--- src/rtl/net_so_controller.sv ---
// Multi-channel network send/receive controller between the core and the Arduino link.
// Handles handshaked TX with timeout and per-channel RX FIFOs with sticky overflow flags.
module net_so_controller #(
    parameter int unsigned DATA_W     = 32,
    parameter int unsigned NUM_CH     = 4,
    parameter int unsigned FIFO_DEPTH = 4,
    parameter int unsigned TIMEOUT    = 1023,
    localparam int unsigned CH_W      = $clog2(NUM_CH)
) (
    input  logic              clock,
    input  logic              reset,
    input  logic              send_req,
    input  logic [CH_W-1:0]   send_dest,
    input  logic [DATA_W-1:0] send_data,
    input  logic              recv_req,
    input  logic [CH_W-1:0]   recv_ch,
    output logic              busy,
    output logic              send_done,
    output logic              timeout_err,
    output logic              recv_valid,
    output logic              recv_empty,
    output logic [DATA_W-1:0] recv_data,
    output logic [1:0]        addr_so_control,
    output logic              tx_valid,
    output logic [CH_W-1:0]   tx_dest,
    output logic [DATA_W-1:0] tx_data,
    input  logic              tx_ack,
    input  logic              rx_valid,
    input  logic [CH_W-1:0]   rx_src,
    input  logic [DATA_W-1:0] rx_data,
    output logic [NUM_CH-1:0] overflow
);

    localparam int unsigned AW = $clog2(FIFO_DEPTH);
    localparam int unsigned PW = AW + 1;
    localparam int unsigned CW = $clog2(TIMEOUT + 1);

    typedef enum logic [1:0] {IDLE, SEND_WAIT, RECV} state_t;

    state_t            state, state_nx;
    logic [CW-1:0]     wait_cnt, wait_cnt_nx;
    logic [CH_W-1:0]   rd_ch, rd_ch_nx;
    logic              busy_nx, send_done_nx, timeout_err_nx;
    logic              recv_valid_nx, recv_empty_nx, tx_valid_nx;
    logic [DATA_W-1:0] recv_data_nx, tx_data_nx;
    logic [CH_W-1:0]   tx_dest_nx;
    logic [1:0]        mode_nx;

    logic [PW-1:0]     wptr [NUM_CH];
    logic [PW-1:0]     rptr [NUM_CH];
    logic [DATA_W-1:0] mem  [NUM_CH][FIFO_DEPTH];
    logic [NUM_CH-1:0] empty_c, full_c;
    logic              pop_c, push_c, drop_full_c, rx_in_range_c, rd_in_range_c, same_ch_c;
    logic [DATA_W-1:0] head_c;

    // FIFO status; pointers carry one extra wrap bit to tell full from empty
    always_comb begin
        empty_c = '0;
        full_c  = '0;
        for (int unsigned c = 0; c < NUM_CH; c++) begin
            empty_c[c] = (wptr[c] == rptr[c]);
            full_c[c]  = (wptr[c][PW-1] != rptr[c][PW-1]) &&
                         (wptr[c][AW-1:0] == rptr[c][AW-1:0]);
        end
    end

    assign rx_in_range_c = ({1'b0, rx_src} < (CH_W+1)'(NUM_CH));
    assign rd_in_range_c = ({1'b0, rd_ch} < (CH_W+1)'(NUM_CH));
    assign head_c        = mem[rd_ch][rptr[rd_ch][AW-1:0]];
    assign same_ch_c     = pop_c && (rd_ch == rx_src);
    assign push_c        = rx_valid && rx_in_range_c && (!full_c[rx_src] || same_ch_c);
    assign drop_full_c   = rx_valid && rx_in_range_c && full_c[rx_src] && !same_ch_c;

    // Next-state and registered-output logic
    always_comb begin
        state_nx       = state;
        wait_cnt_nx    = wait_cnt;
        rd_ch_nx       = rd_ch;
        tx_valid_nx    = tx_valid;
        tx_dest_nx     = tx_dest;
        tx_data_nx     = tx_data;
        mode_nx        = addr_so_control;
        send_done_nx   = 1'b0;
        timeout_err_nx = 1'b0;
        recv_valid_nx  = 1'b0;
        recv_empty_nx  = 1'b0;
        recv_data_nx   = '0;
        pop_c          = 1'b0;
        case (state)
            IDLE: begin
                if (send_req) begin
                    state_nx    = SEND_WAIT;
                    tx_valid_nx = 1'b1;
                    tx_dest_nx  = send_dest;
                    tx_data_nx  = send_data;
                    wait_cnt_nx = '0;
                    mode_nx     = 2'd0;
                end else if (recv_req) begin
                    state_nx = RECV;
                    rd_ch_nx = recv_ch;
                    mode_nx  = 2'd1;
                end
            end
            SEND_WAIT: begin
                if (tx_ack) begin
                    tx_valid_nx  = 1'b0;
                    send_done_nx = 1'b1;
                    state_nx     = IDLE;
                end else if (wait_cnt == CW'(TIMEOUT - 1)) begin
                    tx_valid_nx    = 1'b0;
                    timeout_err_nx = 1'b1;
                    state_nx       = IDLE;
                end else begin
                    wait_cnt_nx = wait_cnt + CW'(1);
                end
            end
            RECV: begin
                state_nx      = IDLE;
                recv_valid_nx = 1'b1;
                if (rd_in_range_c && !empty_c[rd_ch]) begin
                    recv_data_nx = head_c;
                    pop_c        = 1'b1;
                end else begin
                    recv_empty_nx = 1'b1;
                end
            end
            default: state_nx = IDLE;
        endcase
        busy_nx = (state_nx != IDLE);
    end

    always_ff @(posedge clock or negedge reset) begin
        if (!reset) begin
            state           <= IDLE;
            wait_cnt        <= '0;
            rd_ch           <= '0;
            busy            <= 1'b0;
            send_done       <= 1'b0;
            timeout_err     <= 1'b0;
            recv_valid      <= 1'b0;
            recv_empty      <= 1'b0;
            recv_data       <= '0;
            addr_so_control <= 2'd0;
            tx_valid        <= 1'b0;
            tx_dest         <= '0;
            tx_data         <= '0;
        end else begin
            state           <= state_nx;
            wait_cnt        <= wait_cnt_nx;
            rd_ch           <= rd_ch_nx;
            busy            <= busy_nx;
            send_done       <= send_done_nx;
            timeout_err     <= timeout_err_nx;
            recv_valid      <= recv_valid_nx;
            recv_empty      <= recv_empty_nx;
            recv_data       <= recv_data_nx;
            addr_so_control <= mode_nx;
            tx_valid        <= tx_valid_nx;
            tx_dest         <= tx_dest_nx;
            tx_data         <= tx_data_nx;
        end
    end

    // FIFO pointers and sticky overflow flags
    always_ff @(posedge clock or negedge reset) begin
        if (!reset) begin
            for (int unsigned c = 0; c < NUM_CH; c++) begin
                wptr[c] <= '0;
                rptr[c] <= '0;
            end
            overflow <= '0;
        end else begin
            for (int unsigned c = 0; c < NUM_CH; c++) begin
                if (push_c && (rx_src == CH_W'(c)))
                    wptr[c] <= wptr[c] + PW'(1);
                if (pop_c && (rd_ch == CH_W'(c)))
                    rptr[c] <= rptr[c] + PW'(1);
                if (drop_full_c && (rx_src == CH_W'(c)))
                    overflow[c] <= 1'b1;
            end
        end
    end

    always_ff @(posedge clock) begin
        if (push_c)
            mem[rx_src][wptr[rx_src][AW-1:0]] <= rx_data;
    end

endmodule

--- config.mk ---
export PLATFORM = sky130hd
export DESIGN_NAME = net_so_controller
export DESIGN_NICKNAME = d
export VERILOG_FILES = /design/src/rtl/net_so_controller.sv
export SDC_FILE = /design/constraint.sdc
export NUM_CORES = 1
export LEC_CHECK = 0
export ABC_AREA = 1
export BUFFER_PORTS_ARGS = -buffer_cell sky130_fd_sc_hd__buf_2
export CAP_MARGIN = 25
export CELL_PAD_IN_SITES_DETAIL_PLACEMENT = 1
export CELL_PAD_IN_SITES_GLOBAL_PLACEMENT = 1
export CORE_MARGIN = 2
export CORE_UTILIZATION = 50
export DETAILED_ROUTE_END_ITERATION = 16
export PLACE_DENSITY_LB_ADDON = 0.1
export RECOVER_POWER = 100
export REMOVE_ABC_BUFFERS = 1
export SYNTH_ARGS = -nofsm -noshare
export SYNTH_HDL_FRONTEND = slang
export SYNTH_SLANG_ARGS = --single-unit
--- constraint.sdc ---
create_clock -name clock -period 7.7 [get_ports clock]
set_input_delay 0.77 -clock clock [delete_from_list [all_inputs] [get_ports clock]]
set_output_delay 0.77 -clock clock [all_outputs]
set_load 0.02 [all_outputs]
==> out/qor.yml, run 1 <==
final_common_cell: "edfxtp_1"
grt_max_degree: 82
die-area_mm2: 0.0497
vias: 14894
critPathRequiredTime_ns: 7.89
postPlaceCellArea_mm2: 0.0254
route.detailed.drc: 0
slew_viol_final: 457
cts_buffers: 61
cts-resized-gates: 0
area_growth_pct: 13.8
setup_tns_ns: 0
worst_pin_slew_ns: 4.54
wl_per_cell_um: 23.5
netlist_area_mm2: 0.0240
synth_cell_type_count: 36
start_kind: "register"
cpLargestDelayFamily: "simple AND/OR/NAND/NOR gates"
seqCellArea_mm2: 0.0183
power_frac_seq_pct: 42.9
arrival_ns: 6.03
clock_tree.root_cell: "clkbuf_16"
path_clk_slew_ns: 0.06
pre_cts_slack_ns: 3.22
die_w_um: 223
switching_share_pct: 32.5
worstPathCellList: "inv_1 > nand2_4 > nor2_1 > nand2_1 > nand2_1 > nor2_1 > nand3_1 > nand2_1 > nand3_1 > nor2_4 > clkbuf_1"
post_cts_buffers: 0
maxCapViolations: 15
hpwl_mm: 33.1
slowest_delay_ns: 1.88
finClkSkew_ns: 0.0121
num_rows: 80
yosysSeqAreaShare_pct: 76.2
detail_route.iter0.violations: 1081
crit_cells: 11
cts_max_path_buffers: 3
place_congestion: 0.780
power_density_mw_per_mm2: 348
fin_ws_ns: 1.86
cts_tree: "yes"
die_y_um: 223
netSwitchingPower_mw: 3.08
layout_common_cells: "edfxtp_1 (512), nand2_1 (300), o22ai_1 (236)"
grt_pass1_vias: 15807
ys_ff_latch: 627
synth.avg_cell_area_um2: 13.6
worst_setup_path_end_kind: "register"
grt_pass1_wl_mm: 92.8
crit_slowest_cell: "clkbuf_1"
min_path_cells: 3
initial_core_util_pct: 50.4
cts_max_level: 2
design_area_mm2: 0.0273
post-route-min-period_ns: 5.84
fin_nets: 1995
multi_input_area_mm2: 0.00500
wl_mm: 60.5
critPathMostFrequentCell: "nand2_1"
grt_use_total_pct: 24.5
io-pin-count: 154
max-slew-margin-rel_pct: -203
hold_viol_final: 0
p_clk_share_pct: 33.3
firstDrtPassIters: 4
critPathKind: "register to register"
hp-class: "input pin to register"
vias_per_cell: 5.78
cts_sinks: 627
timing.fmax_ghz: 0.171
clk_latency_ns: 0.63
synth_cells: 1759
ant_nets: 0
power_frac_comb_pct: 23.8
setup_viol_count_final: 0
crit_fanout: 60
fillers: 4707
r2r_cells: 11
ir_drop_mv: 0.232
rsz0062_at_grt: "no"
status: "complete, but fails checks"
hold_buffers: 0
yosys_warnings: 0
grt_overflow: 0
path_buf_inv: 2
p_int_mw: 6.39
failed_checks: "capacitance limit, slew limit"
antenna_found_initial: 2
drive_above_1_share_pct: 9.68
post-route-period-util_pct: 75.9
cellLeakagePower_nw: 9.84
core_mm2: 0.0475
portBuffers: 152
## kinds of logic (layout without fill, tap and decap cells)
| kind of cell | count (synthesis) | count (layout) | synth area share (%) |
|---|---|---|---|
| AND/OR/NAND/NOR | 605 | 605 | 10.6 |
| buffers and inverters | 152 | 355 | 3.13 |
| other | 1 | 2 | 0.0157 |
| adder cells (fa/ha/maj) | 10 | 10 | 0.522 |
| XOR/XNOR | 15 | 15 | 0.548 |
| flip-flops | 627 | 627 | 76.2 |
| AO/OA/AOI/OAI | 349 | 349 | 8.94 |
## Yosys cell counts
cell type | n | area (um^2)
nand4_1 | 21 | 131
o21ai_0 | 58 | 290
nand2_1 | 300 | 1130
nand2_2 | 3 | 18.8
nand3_1 | 15 | 75.1
nor2_1 | 176 | 661
xor2_1 | 15 | 131
nor2_8 | 1 | 20.0
a22oi_1 | 2 | 15.0
clkbuf_1 | 23 | 86.3
a221oi_1 | 1 | 8.76
dfrtp_1 | 115 | 2880
inv_4 | 2 | 12.5
nand3_2 | 8 | 80.1
inv_1 | 55 | 206
conb_1 | 1 | 3.75
a21oi_1 | 12 | 60.1
o22ai_1 | 236 | 1480
o22ai_2 | 1 | 12.5
or2_2 | 11 | 68.8
o21ai_1 | 6 | 30.0
ha_1 | 10 | 125
buf_6 | 10 | 113
edfxtp_1 | 512 | 15400
nor3_1 | 66 | 330
buf_1 | 3 | 11.3
o31ai_1 | 1 | 7.51
clkinv_1 | 1 | 3.75
nor2_4 | 2 | 22.5
o21bai_1 | 31 | 233
nand2_4 | 1 | 11.3
buf_4 | 12 | 90.1
nor2_2 | 1 | 6.26
inv_2 | 3 | 11.3
buf_2 | 43 | 215
o21ai_2 | 1 | 8.76
## tightest hold or removal path: cells and delay by family
kind / cells / cell delay, ns
buffers and inverters: 1 / 0.07
AND/OR/NAND/NOR: 2 / 0.08
## path summary, 6_finish.rpt
| check | start | slack [ns] | endpoint |
|---|---|---|---|
| worst max-delay path | rd_ch[0] | 1.86 | mem[2][113] |
| worst min-delay path | send_data[15] | 0.34 | tx_data[15] |
| worst max register to register | rd_ch[0] | 1.86 | mem[2][113] |
| worst min register to register | overflow[0] | 0.46 | overflow[0] |
| max in group asynchronous | reset | 3.39 | recv_data[30] |
| min in group asynchronous | reset | 1.76 | overflow[2] |
## per-stage QoR
step	instances	hold slack [ns]	util (%)	total power, mW
floorplan	1668	0.454	-	5.51
global placement	2456	0.444	53.2	6.35
detailed placement	2460	0.446	53.4	6.42
CTS	2576	0.211	57.9	9.58
global route	2578	0.309	57.3	9.92
finish	2578	0.335	57.3	9.47
## area by class of cell
type	count	area share, %
Multi-Input combinational cell	980	18.3
Sequential cell	627	67.0
Antenna cell	1	0.00918
Inverter	61	0.859
Tap cell	615	2.82
Timing Repair Buffer	178	3.17
Clock buffer	77	6.08
Clock inverter	39	1.75
## power by group through the flow
stage | clock network, mW | registers, mW | logic [mW]
final | 3.15 | 4.07 | 2.25
after global routing | 3.32 | 4.09 | 2.50
after floorplan | 0 | 4.20 | 1.30
after global placement | 0 | 4.12 | 2.23
after detailed placement | 0 | 4.13 | 2.29
after CTS | 3.20 | 4.06 | 2.31
## flip-flops by register name, summed over array words and instances, names as in the netlist
name	count
mem	512
recv_data	32
tx_data	32
rptr	12
wptr	12
wait_cnt	10
overflow	4
rd_ch	2
state	2
tx_dest	2
addr_so_control	1
busy	1
recv_empty	1
recv_valid	1
send_done	1
timeout_err	1
tx_valid	1
## per-layer routing
layer  vias to the layer above  share of wire [%]  track usage, %
met2                       429                 49            41.1
met3                        87                5.3            4.44
met4                         2                2.2            7.12
li1                       6766                  -               -
met5                         -              0.023               0
met1                      7610                 44            32.9
No activity file was read; power rests on OpenSTA's default activity.
==> run 2, diff against run 1 <==
Settings changed: ABC_AREA 1 to 0, CORE_UTILIZATION 50 to 47.
Clock period 7.7 ns to 4.8 ns, I/O delays scaled along.
==> run 2 against run 1 <==
The flow still finishes with violations (capacitance limit, slew limit). Flip-flop and latch count is the same. Maximum frequency grew 46%. Wire length shrank 10%. Final cell count shrank 16%. Critical path depth shrank 6. Synthesized cell count shrank 30%. Clock skew grew 0.0085 ns. Clock power grew 61%. Design area grew 2.1%. Sequential power grew 66%. Highest routed layer unchanged.
==> out/qor.yml, run 2 <==
async_reset_ff_share_pct: 18.3  # unchanged
post-route-min-period_ns: 3.99  # -1.85 ns
worst_pin_slew_ns: 2.34  # -2.20 ns
netSwitchingPower_mw: 4.47  # +45%
cts_tree: "yes"
die_w_um: 231  # +3.7%
core_mm2: 0.0512  # +7.7%
power_density_mw_per_mm2: 548  # +58%
die_y_um: 231  # +3.7%
ys_top_cells_by_count: "edfxtp_1 (512), mux4_2 (130), nand2_1 (121), dfrtp_1 (115), a211oi_1 (65)"
p_clk_share_pct: 33.3  # about the same
wl_mm: 54.2  # -10%
p_int_mw: 10.8  # +68%
hp-class: "input pin to register"
finClkSkew_ns: 0.0206  # +0.00855 ns
largest_reg_flops: 512  # unchanged
start_kind: "register"
vias_per_cell: 5.59  # -3.3%
antenna_found_initial: 1  # -1
maxCapViolations: 4  # -11
layout_common_cells: "edfxtp_1 (512), clkbuf_1 (131), mux4_2 (130)"
yosysSeqAreaShare_pct: 75.2  # -0.97 points
post-route-period-util_pct: 83.1  # +7.2 points
antennaDiodeCount: 0  # -1
final_common_cell: "edfxtp_1"
r2r_slack_ns: 0.81  # -1.05 ns
synthTopCellsByArea: "edfxtp_1 (63%), mux4_2 (12%), dfrtp_1 (12%)"
synth_cells: 1235  # -30%
detail_route.iter0.violations: 761  # -30%
yosys_warnings: 0  # unchanged
worst_hold_slack_ns: 0.0906  # -0.245 ns
slew_viol_final: 200  # -56%
wl_per_cell_um: 25.1  # +6.8%
cts-resized-gates: 0  # unchanged
power_frac_comb_pct: 22.4  # -1.4 points
fin_nets: 1515  # -24%
status: "complete, but fails checks"
synth-edff-count: 512  # unchanged
place_congestion: 0.726  # -6.9%
area_growth_pct: 14.6
vias: 12087  # -19%
setup_viol_count_final: 0  # unchanged
arrival_ns: 4.20  # -1.83 ns
grt_max_degree: 88  # +7.3%
clk_latency_ns: 0.60  # -0.03 ns
switching_share_pct: 29.4  # -3.2 points
path_clk_slew_ns: 0.07  # about the same
num_rows: 83  # +3.8%
max-slew-margin-rel_pct: -55.9  # +150 points
total_power_mw: 15.2  # +61%
grt_pass1_vias: 13134  # -17%
hpwl_mm: 30.4  # -8.2%
ant_nets: 0  # unchanged
timing.fmax_ghz: 0.251  # +46%
synth.avg_cell_area_um2: 19.6  # +44%
io-pin-count: 154  # unchanged
worst_setup_path_end_kind: "register"
cts_buffers: 67  # +9.8%
critPathKind: "register to register"
clock_tree.root_cell: "clkbuf_16"
setup_tns_ns: 0  # unchanged
netlist_area_mm2: 0.0243  # +1.3%
firstDrtPassIters: 4  # unchanged
ir_drop_mv: 0.431  # +86%
synthFlopType: "edfxtp_1"
synth_cell_type_count: 57  # +58%
ys_ff_latch: 627  # unchanged
initial_core_util_pct: 47.4  # -3.0 points
yosysTopAreaCell: "edfxtp_1"
portBuffers: 152  # unchanged
cts_sinks: 627  # unchanged
failed_checks: "capacitance limit, slew limit"
post_cts_buffers: 0  # unchanged
hold_viol_final: 0  # unchanged
die-area_mm2: 0.0535  # +7.6%
route.detailed.drc: 0  # unchanged
cellLeakagePower_nw: 9.52  # -3.3%
grt_pass1_wl_mm: 82.8  # -11%
power_frac_seq_pct: 44.3  # +1.4 points
cts_max_level: 3  # +1
cts_max_path_buffers: 3  # unchanged
crit_fanout: 28  # -53%
grt_overflow: 0  # unchanged
drive_above_1_share_pct: 21.2  # +11 points
grt_use_total_pct: 20.9  # -3.5 points
critPathRequiredTime_ns: 5.01  # -2.88 ns
synthMostInstantiatedCell: "edfxtp_1"
yosys.area.top_type_share_pct: 63.4  # -0.82 points
rsz0062_at_grt: "no"
run 2: repair_timing:
action	in CTS	in global routing
hold buffers	1	0
setup endpoints to repair	0	0
endpoints found under the hold margin	2	0
run 2: cell type report:
type                            count  area, um^2
Tap cell                          680         851
Sequential cell                   627       18300
Fill cell                        4593       23400
Timing Repair Buffer              187         897
Inverter                            5        18.8
Clock buffer                       92        1870
Multi-Input combinational cell    541        5620
Clock inverter                     31         295
run 2: metrics by stage:
stage / util [%] / setup WS (ns) / cells / area [um^2]
finish: 54.3 / 0.811 / 2163 / 27800
detailed placement: 50.6 / 1.23 / 2037 / 25900
CTS: 54.9 / 1.25 / 2161 / 28100
global placement: 50.6 / 1.26 / 2036 / 25900
global route: 54.3 / 0.566 / 2163 / 27800
floorplan: - / -5.28 / 1173 / 23900
run 2: worst paths after layout:
check / start / cells past startpoint / endpoint
setup / recovery: rd_ch[1] / 5 / mem[0][88]
hold / removal: send_data[28] / 3 / tx_data[28]
setup reg to reg: rd_ch[1] / 5 / mem[0][88]
hold reg to reg: overflow[1] / 1 / overflow[1]
max in group asynchronous: reset / 3 / tx_data[7]
min in group asynchronous: reset / 2 / recv_empty
run 2: cell families after synthesis:
group,Yosys count,share of synthesized area (%)
AOI/OAI and AO/OA,91,2.94
xor gates and xnor gates,34,1.23
adders and majority gates,10,0.516
buffers and inverters,67,1.46
DFF,627,75.2
muxes,172,13.9
other,1,0.0155
and+or+nand+nor,233,4.75
run 2: routing by layer:
metal	vias up	track usage, %	wire [um]
li1	5302	-	-
met1	6412	29.4	24300
met2	283	33.7	26200
met3	88	4.23	2450
met4	2	5.63	1180
met5	-	0	13
run 2: power by group through the flow:
stage	Combinational (mW)	Sequential (mW)	Clock (mW)
after global placement	3.51	6.83	0
after detailed placement	3.57	6.86	0
after CTS	3.59	6.75	5.20
after floorplan	2.27	7.15	0
final	3.41	6.74	5.07
after global routing	3.73	6.80	5.40
run 2: worst max-delay path: stages (launching register included):
cell and delay (ns):
dfrtp_4 0.71, o41ai_1 0.21, nor3_1 0.64, o22ai_4 0.35
nor3_2 0.79, clkbuf_2 0.86
==> run 3, diff against run 2 <==
Settings changed: ABC_AREA 0 to 1, CORE_UTILIZATION 47 to 50.
Clock period 4.8 ns to 4 ns, I/O delays scaled along.
==> run 3 against run 2 <==
Combinational power grew 33%. Largest power group unchanged. Critical path type unchanged. Core utilization grew 3.7 points. The run still ends with capacitance limit, slew limit left. Critical endpoint is now mem[2][103]. Clock-buffer cell count grew 5. Wire length grew 20%. Highest routed layer unchanged. First-iteration DRC count grew 45%.
==> out/qor.yml, run 3 (synthesis gave the netlist of run 1 again) <==
critPathMostFrequentCell: "nand2_1"
detail_route.iter0.violations: 1106  # +45%
dpl.cell_count: 2472  # +21%
vias: 15386  # +27%
design_area_mm2: 0.0276  # -0.76%
die_w_um: 223  # -3.6%
crit_fanout: 16  # -43%
core_mm2: 0.0475  # -7.1%
antenna_found_initial: 1  # unchanged
cts_max_level: 3  # unchanged
ir_drop_mv: 0.408  # -5.5%
start_kind: "register"
worst_setup_path_end_kind: "register"
stdcell_count: 2616  # +21%
total_power_mw: 18.1  # +19%
postPlaceCellArea_mm2: 0.0256  # -1.2%
grt_overflow: 0  # unchanged
hold_viol_final: 0  # unchanged
critPathRequiredTime_ns: 4.22  # -0.79 ns
rsz0062_at_grt: "no"
slowest_delay_ns: 0.69  # -0.17 ns
pre_cts_slack_ns: 0.851  # -0.378 ns
portBuffers: 152  # unchanged
status: "complete, but fails checks"
area_growth_pct: 15.2
fin_ws_ns: 0.597  # -0.215 ns
cts_max_path_buffers: 3  # unchanged
grt_pass1_wl_mm: 98.7  # +19%
grt_use_total_pct: 26.4  # +5.4 points
slew_viol_final: 117  # -42%
clock_tree.root_cell: "clkbuf_16"
finClkSkew_ns: 0.0210  # +0.000400 ns
final_common_cell: "edfxtp_1"
die-area_mm2: 0.0497  # -7.1%
cts_sinks: 627  # unchanged
layout_common_cells: "edfxtp_1 (512), nand2_1 (301), o22ai_1 (236)"
grt_pass1_vias: 16308  # +24%
cts_buffers: 66  # -1.5%
num_rows: 80  # -3.6%
post-route-min-period_ns: 3.40  # -0.585 ns
failed_checks: "capacitance limit, slew limit"
fillers: 4674  # +1.8%
path_clk_slew_ns: 0.06  # about the same
setup_viol_count_final: 0  # unchanged
die_y_um: 223  # -3.6%
grt_max_degree: 127  # +44%
arrival_ns: 3.63  # -0.57 ns
wl_met1_mm: 28.1  # +15%
hp-class: "input pin to register"
antennaDiodeCount: 0  # unchanged
initial_core_util_pct: 50.4  # +3.0 points
clk_latency_ns: 0.60  # about the same
hpwl_mm: 36.2  # +19%
cts-resized-gates: 0  # unchanged
crit_slowest_cell: "dfrtp_1"
cellLeakagePower_nw: 9.98  # +4.9%
top_layer: "met5"
ant_nets: 0  # unchanged
maxCapViolations: 2  # -2
critPathKind: "register to register"
largest_reg_flops: 512  # unchanged
timing.fmax_ghz: 0.294  # +17%
worstPathCellList: "inv_1 > nand2_1 > nor2_1 > nand2_1 > nand2_1 > nor2_1 > nand3_1 > nand2_1 > nand3_2 > nor2_1 > clkbuf_2"
wl_mm: 64.9  # +20%
worst_pin_slew_ns: 2.26  # -0.0815 ns
wl_met3_mm: 3.76  # +53%
wl_per_cell_um: 24.8  # -0.98%
firstDrtPassIters: 5  # +1
vias_per_cell: 5.88  # +5.3%
place_congestion: 0.801  # +10%
dr_wl_met2_mm: 31.6  # +20%
power_density_mw_per_mm2: 654  # +20%
cpLargestDelayFamily: "simple AND/OR/NAND/NOR gates"
route.detailed.drc: 0  # unchanged
cts_tree: "yes"
fin_nets: 2038  # +35%
io-pin-count: 154  # unchanged
path_buf_inv: 2  # +1
drive_above_1_share_pct: 10.0  # -11 points
max-slew-margin-rel_pct: -50.5  # +5.4 points
post-route-period-util_pct: 85.1  # +2.0 points
==> run 3: repair_timing <==
| item | 4_1_cts | 5_1_grt |
|---|---|---|
| endpoints found under the hold margin | 103 | 0 |
| setup buffers | 0 | 0 |
| hold buffers | 26 | 0 |
==> run 3: through the flow <==
stage	TNS (ns)	hold slack (ns)	util (%)
floorplan	-802.76	0.104	-
global placement	0	0.455	53.8
detailed placement	0	0.460	53.8
CTS	0	0.00413	58.5
global route	0	0.0318	58.1
finish	0	0.0290	58.1
==> run 3: cell type report <==
cell class	count	area, um^2	area share (%)
Sequential cell	627	18300	66.1
Clock inverter	20	95.1	0.345
Inverter	61	234	0.848
Multi-Input combinational cell	980	5030	18.2
Tap cell	615	769	2.79
Clock buffer	97	1870	6.78
Timing Repair Buffer	216	1350	4.90
==> run 3: path summary, 6_finish.rpt <==
check | startpoint | endpoint | slack [ns] | depth (start not counted)
setup / recovery | rd_ch[1] | mem[2][103] | 0.60 | 11
hold reg to reg | overflow[3] | overflow[3] | 0.47 | 2
hold / removal | send_data[4] | tx_data[4] | 0.03 | 3
max in group asynchronous | reset | recv_data[24] | 1.30 | 3
setup reg to reg | rd_ch[1] | mem[2][103] | 0.60 | 11
min in group asynchronous | reset | wait_cnt[3] | 1.02 | 2
==> run 3: power by group <==
| group | internal, mW | switching (mW) | leakage (nW) |
|---|---|---|---|
| Combinational | 1.25 | 3.29 | 2.92 |
| Sequential | 7.55 | 0.286 | 6.10 |
| Clock | 3.24 | 2.45 | 0.963 |
==> run 3: worst reg2reg max path: stages (launching register included) <==
cell,delay (ns)
dfrtp_1,0.69
inv_1,0.16
nand2_1,0.21
nor2_1,0.08
nand2_1,0.07
nand2_1,0.05
nor2_1,0.38
nand3_1,0.14
nand2_1,0.25
nand3_2,0.22
nor2_1,0.19
clkbuf_2,0.58
==> run 3: routing by layer <==
metal  up-vias  GRT usage (%)
met5         -              0
met4         2           8.83
met3       109           4.49
met2       484           43.6
met1      7926           35.8
li1       6865              -
